===== src/rtl/cpu_clock_control_if.sv =====
// Pushbutton inputs and count-enable outputs between the board controls and the PC stage.
// HALT_REQ exists only when CPU_CLK_CTRL_HALT_REQ_EN is defined.
interface cpu_clock_control_if;
    logic       BTN_STEP;
    logic       BTN_MODE;
    logic       CE;
    logic       MODE_RUN;
    logic [7:0] CE_COUNT;
`ifdef CPU_CLK_CTRL_HALT_REQ_EN
    logic       HALT_REQ;

    modport master (output BTN_STEP, BTN_MODE, HALT_REQ, input CE, MODE_RUN, CE_COUNT);
    modport slave  (input BTN_STEP, BTN_MODE, HALT_REQ, output CE, MODE_RUN, CE_COUNT);
`else
    modport master (output BTN_STEP, BTN_MODE, input CE, MODE_RUN, CE_COUNT);
    modport slave  (input BTN_STEP, BTN_MODE, output CE, MODE_RUN, CE_COUNT);
`endif
endinterface


===== src/rtl/cpu_clock_control.sv =====
// Run/halt/single-step control generating the program counter's count-enable from CLK_50.
// Optional HALT_REQ input (halt instruction hook) enabled by defining CPU_CLK_CTRL_HALT_REQ_EN.
module cpu_clock_control #(
    parameter int unsigned TICK_DIV        = 25000000,
    parameter int unsigned DEBOUNCE_CYCLES = 500000
) (
    input  logic               CLK_50,
    input  logic               RESET,
    cpu_clock_control_if.slave bus
);
    localparam int unsigned      DB_W     = (DEBOUNCE_CYCLES > 1) ? $clog2(DEBOUNCE_CYCLES) : 1;
    localparam int unsigned      DIV_W    = $clog2(TICK_DIV);
    localparam logic [DB_W-1:0]  DB_LAST  = DB_W'(DEBOUNCE_CYCLES - 1);
    localparam logic [DIV_W-1:0] DIV_LAST = DIV_W'(TICK_DIV - 1);

    localparam logic [1:0] S_HALT = 2'd0;
    localparam logic [1:0] S_RUN  = 2'd1;
    localparam logic [1:0] S_STEP = 2'd2;

    logic [1:0] btn_raw;
    logic [1:0] press;
    logic       press_step;
    logic       press_mode;
    logic       halt_req;

    assign btn_raw    = {bus.BTN_MODE, bus.BTN_STEP};
    assign press_step = press[0];
    assign press_mode = press[1];

`ifdef CPU_CLK_CTRL_HALT_REQ_EN
    assign halt_req = bus.HALT_REQ;
`else
    assign halt_req = 1'b0;
`endif

    // Per button: 2-flop synchronizer, stability counter, and a registered 1->0 press pulse.
    for (genvar g = 0; g < 2; g++) begin : g_btn
        logic            sync_a;
        logic            sync_b;
        logic            level;
        logic            press_q;
        logic [DB_W-1:0] db_cnt;

        // NOTE: sequential state uses non-blocking assignments so every flop samples pre-edge values.
        always_ff @(posedge CLK_50 or posedge RESET) begin
            if (RESET) begin
                // NOTE: synchronizer and debounced level reset to the released (high) level.
                sync_a  <= 1'b1;
                sync_b  <= 1'b1;
                level   <= 1'b1;
                press_q <= 1'b0;
                db_cnt  <= '0;
            end else begin
                sync_a  <= btn_raw[g];
                sync_b  <= sync_a;
                press_q <= 1'b0;
                if (sync_b == level) begin
                    db_cnt <= '0;
                end else if (db_cnt == DB_LAST) begin
                    level   <= sync_b;
                    db_cnt  <= '0;
                    press_q <= level;
                end else begin
                    db_cnt <= db_cnt + DB_W'(1);
                end
            end
        end

        assign press[g] = press_q;
    end

    logic [1:0]       state;
    logic [1:0]       state_d;
    logic [DIV_W-1:0] div;
    logic [DIV_W-1:0] div_d;
    logic             ce_d;
    logic             ce_q;
    logic             mode_run_q;
    logic [7:0]       ce_count_q;

    always_comb begin
        // NOTE: defaults first so no path leaves a variable unassigned (no latches).
        state_d = state;
        div_d   = div;
        ce_d    = 1'b0;
        case (state)
            S_HALT: begin
                if (press_mode) begin
                    state_d = S_RUN;
                    div_d   = '0;
                end else if (press_step) begin
                    state_d = S_STEP;
                    ce_d    = 1'b1;
                end
            end
            S_STEP: state_d = S_HALT;
            S_RUN: begin
                // A halt request or mode press wins over a tick that is due this cycle.
                if (halt_req || press_mode) begin
                    state_d = S_HALT;
                    div_d   = '0;
                end else if (div == DIV_LAST) begin
                    div_d = '0;
                    ce_d  = 1'b1;
                end else begin
                    div_d = div + DIV_W'(1);
                end
            end
            default: begin
                state_d = S_HALT;
                div_d   = '0;
            end
        endcase
    end

    always_ff @(posedge CLK_50 or posedge RESET) begin
        if (RESET) begin
            state      <= S_HALT;
            div        <= '0;
            ce_q       <= 1'b0;
            mode_run_q <= 1'b0;
            ce_count_q <= '0;
        end else begin
            state      <= state_d;
            div        <= div_d;
            ce_q       <= ce_d;
            mode_run_q <= (state_d == S_RUN);
            ce_count_q <= ce_count_q + 8'(ce_d);
        end
    end

    assign bus.CE       = ce_q;
    assign bus.MODE_RUN = mode_run_q;
    assign bus.CE_COUNT = ce_count_q;
endmodule


===== src/flat_wrapper.sv =====
// flat-port wrapper written by rule: the top's interface ports become plain ports
module cpu_clock_control_flat 
#(
    parameter int unsigned TICK_DIV        = 25000000,
    parameter int unsigned DEBOUNCE_CYCLES = 500000
)
  (CLK_50, RESET, bus_BTN_STEP, bus_BTN_MODE, bus_CE, bus_MODE_RUN, bus_CE_COUNT);
  cpu_clock_control_if bus_i ();
  input  logic CLK_50;
  input  logic RESET;
  input wire logic [$bits(bus_i.BTN_STEP)-1:0] bus_BTN_STEP;
  input wire logic [$bits(bus_i.BTN_MODE)-1:0] bus_BTN_MODE;
  output wire logic [$bits(bus_i.CE)-1:0] bus_CE;
  output wire logic [$bits(bus_i.MODE_RUN)-1:0] bus_MODE_RUN;
  output wire logic [$bits(bus_i.CE_COUNT)-1:0] bus_CE_COUNT;
  assign bus_i.BTN_STEP = bus_BTN_STEP;
  assign bus_i.BTN_MODE = bus_BTN_MODE;
  assign bus_CE = bus_i.CE;
  assign bus_MODE_RUN = bus_i.MODE_RUN;
  assign bus_CE_COUNT = bus_i.CE_COUNT;
  cpu_clock_control #(.TICK_DIV(TICK_DIV), .DEBOUNCE_CYCLES(DEBOUNCE_CYCLES)) u_core (.CLK_50(CLK_50), .RESET(RESET), .bus(bus_i));
endmodule

===== config.mk =====
export PLATFORM = sky130hd
export DESIGN_NAME = cpu_clock_control_flat
export DESIGN_NICKNAME = d
export VERILOG_FILES = /design/src/rtl/cpu_clock_control_if.sv /design/src/rtl/cpu_clock_control.sv /design/src/flat_wrapper.sv
export SDC_FILE = /design/constraint.sdc
export NUM_CORES = 1
export LEC_CHECK = 0
export CAP_MARGIN = 20
export CORE_MARGIN = 8
export CORE_UTILIZATION = 55
export DETAILED_ROUTE_END_ITERATION = 8
export PLACE_DENSITY = 0.76
export SLEW_MARGIN = 10
export SYNTH_ARGS = -nofsm -noshare
export SYNTH_HDL_FRONTEND = slang
export SYNTH_SLANG_ARGS = --single-unit

===== constraint.sdc =====
create_clock -name CLK_50 -period 5.2 [get_ports CLK_50]
set_clock_uncertainty 0.2 [all_clocks]
set_input_delay 0.52 -clock CLK_50 [delete_from_list [all_inputs] [get_ports CLK_50]]
set_output_delay 0.52 -clock CLK_50 [all_outputs]
set_load 0.02 [all_outputs]

==> results.tsv <==
metric	value	unit
status	finished clean	
path_cells	or4_4 -> nor4_4 -> nand2_1 -> o21bai_1 -> ha_1 -> ha_1 -> and3_1 -> nand3_1 -> xnor2_1	
grt_pass1_wl	12.6	mm
cp_num_buf_inv	0	
viasPerCell	5.66	
synth_nets	397	
clk_latency	0.36	ns
holdCritPathClass	reg2reg	
ant_nets	0	
finalCriticalPeriod	2.74	ns
worstPathMaxFanout	9	
synth-async-reset-ratio	1.00	
hp-start	u_core.g_btn[0].sync_a	
place.gp.congestion	0.795	
coreArea	7100	um^2
cp.arrival	2.79	ns
rows	31	
place_area	4140	um^2
numPortBuffers	13	
nets	411	
ctsResizeCount	0	
required	5.25	ns
fmax	365	MHz
start_kind	register	
synth_seq_cells	83	
maxSlewViolCount	0	
grt_usage	0.156	
holdPathStages	0	
r2r_start	u_core.div[7]	
fin_tns_setup	0	ns
worstMarginPinSlew	0.933	ns
critPathMaxStageDelay	0.56	ns
die_h	101	um
fin_area	4350	um^2
antenna_found_initial	0	
initial_core_util	0.553	
end_kind	register	
vdd_drop_max	0.162	mV
reg2regPathDepth	9	
via_count	2864	
wirelength	7.12	mm
synthesis.instances	388	
layout_common_cells	77 x dfrtp_1, 53 x nor2_1, 38 x nand2_1	
synth_top_flop_cell	dfrtp_1	
r2r_slack	2.46	ns
ioPinCount	14	
cts_setup_buffers	0	
cts_tree	done	
htree_levels	3	
hold_buffers	0	
p_per_area	268	nW/um^2
dr.pass1.iters	4	
cp_common_cell	ha_1	
crit-reg2reg-capture	u_core.bus.CE_COUNT[6]	
yosysUniqueCellTypes	45	
syn-cell-area	3930	um^2
worstSetupPathType	reg2reg	
synth-edff-count	0	
drive_gt1_frac	0.0811	
ys_seq_area_frac	0.531	
clkSlewWorstSetupHoldPaths	0.09	ns
relSlewSlack	0.378	
fin_worst_hold_slack	0.157	ns
dieArea	10100	um^2
clock_path_buffers	2	
syn_to_final_growth	10.7	%
clock-sinks	83	
finalHoldViolations	0	
finalCritPeriodShare	0.527	
cts_buffers	9	
min_to	u_core.g_btn[0].sync_b	
setup_viol	0	
synth_area_per_cell	10.1	um^2
drc	0	
grt_pass1_vias	2797	
root_buffer	clkbuf_8	
place_hpwl	4.84	mm
p_leak	1.85	nW
die_x	101	um
grt-ovfl-total	0	
avgRoutedWirePerCell	14.1	um
drv_cap	0	
layout_commonest_cell	dfrtp_1	
critPathTopFamily	simple AND/OR/NAND/NOR gates	
synth_warnings	0	
critPathSlowestCell	or4_4	
drtIter0Drc	103	
grt_max_degree	54	
num-fill-cells	598	
rsz0062_at_grt	no	
antennaDiodeCount	0	
==> sequential cells by signal, indices dropped and copies added, names as in the netlist <==
register and count:
u_core.bus.CE 1, u_core.bus.CE_COUNT 8, u_core.bus.MODE_RUN 1, u_core.div 25, u_core.g_btn.db_cnt 38, u_core.g_btn.level 2, u_core.g_btn.press_q 2, u_core.g_btn.sync_a 2
u_core.g_btn.sync_b 2, u_core.state 2
==> cells in the mapped netlist, drive strengths merged, types with 6 or more instances <==
cell | number | area (um^2)
a21oi | 9 | 48.8
a31oi | 22 | 138
and3 | 8 | 50.1
buf | 6 | 38.8
clkbuf | 6 | 22.5
dfrtp | 77 | 1930
dfstp | 6 | 158
inv | 9 | 33.8
nand2 | 39 | 149
nand3 | 26 | 130
nand4 | 18 | 113
nor2 | 53 | 199
nor3 | 9 | 45.0
xnor2 | 18 | 158
xor2 | 29 | 254
==> metal layers <==
| layer | up-vias | GRT usage | part of all wire | routed length [um] |
|---|---|---|---|---|
| li1 | 1396 | - | - | - |
| met1 | 1422 | 0.190 | 0.47 | 3370 |
| met2 | 35 | 0.259 | 0.48 | 3420 |
| met3 | 11 | 0.0407 | 0.031 | 218 |
| met4 | 0 | 0.0628 | 0.016 | 114 |
| met5 | - | 0 | 0 | 0 |
==> how the worst max path moves through the flow <==
stage | cells past startpoint | startpoint | slack [ns] | endpoint
3_3_place_gp | 9 | u_core.div[7] | 2.52 | u_core.bus.CE_COUNT[6]
2_1_floorplan | 1 | RESET | 2.35 | u_core.bus.CE
6_report | 9 | u_core.div[7] | 2.46 | u_core.bus.CE_COUNT[6]
5_1_grt | 9 | u_core.div[7] | 2.25 | u_core.bus.CE_COUNT[6]
4_1_cts | 9 | u_core.div[7] | 2.44 | u_core.bus.CE_COUNT[6]
3_5_place_dp | 9 | u_core.div[7] | 2.44 | u_core.bus.CE_COUNT[6]
==> worst register-to-register path, cell delays in order (launching register included) <==
cell	delay [ns]
dfrtp_1	0.47
or4_4	0.56
nor4_4	0.31
nand2_1	0.09
o21bai_1	0.20
ha_1	0.21
ha_1	0.18
and3_1	0.19
nand3_1	0.10
xnor2_1	0.13
==> through the flow <==
step                      setup WS, ns  utilization  cells  power, mW
after floorplan                   2.35            -    388      0.689
after global placement            2.52        0.583    490      0.697
after detailed placement          2.44        0.583    490      0.698
after CTS                         2.44        0.613    506       1.18
after global routing              2.25        0.613    506       1.21
final                             2.46        0.613    506       1.17
==> where the power goes <==
group	internal [mW]	leakage, nW	switching, mW	total [mW]
Sequential	0.652	1.13	0.00485	0.656
Clock	0.252	0.107	0.232	0.483
Combinational	0.00706	0.609	0.0201	0.0271
Total	0.910	1.85	0.256	1.17
==> cell type report <==
| class | instances | area (um^2) | share of cell area |
|---|---|---|---|
| Multi-Input combinational cell | 284 | 1750 | 0.402 |
| Sequential cell | 83 | 2080 | 0.479 |
| Clock inverter | 4 | 56.3 | 0.0129 |
| Timing Repair Buffer | 15 | 145 | 0.0334 |
| Clock buffer | 12 | 155 | 0.0357 |
| Inverter | 9 | 35.0 | 0.00806 |
| Tap cell | 99 | 124 | 0.0285 |
==> logic make-up after synthesis <==
group	synth area share
AND/OR/NAND/NOR	0.230
flip-flops	0.531
AO/OA/AOI/OAI	0.0838
XOR/XNOR	0.105
buffers and inverters	0.0242
adder cells (fa/ha/maj)	0.0159
multiplexers	0.0111
Power figures use the tool's default switching activity.
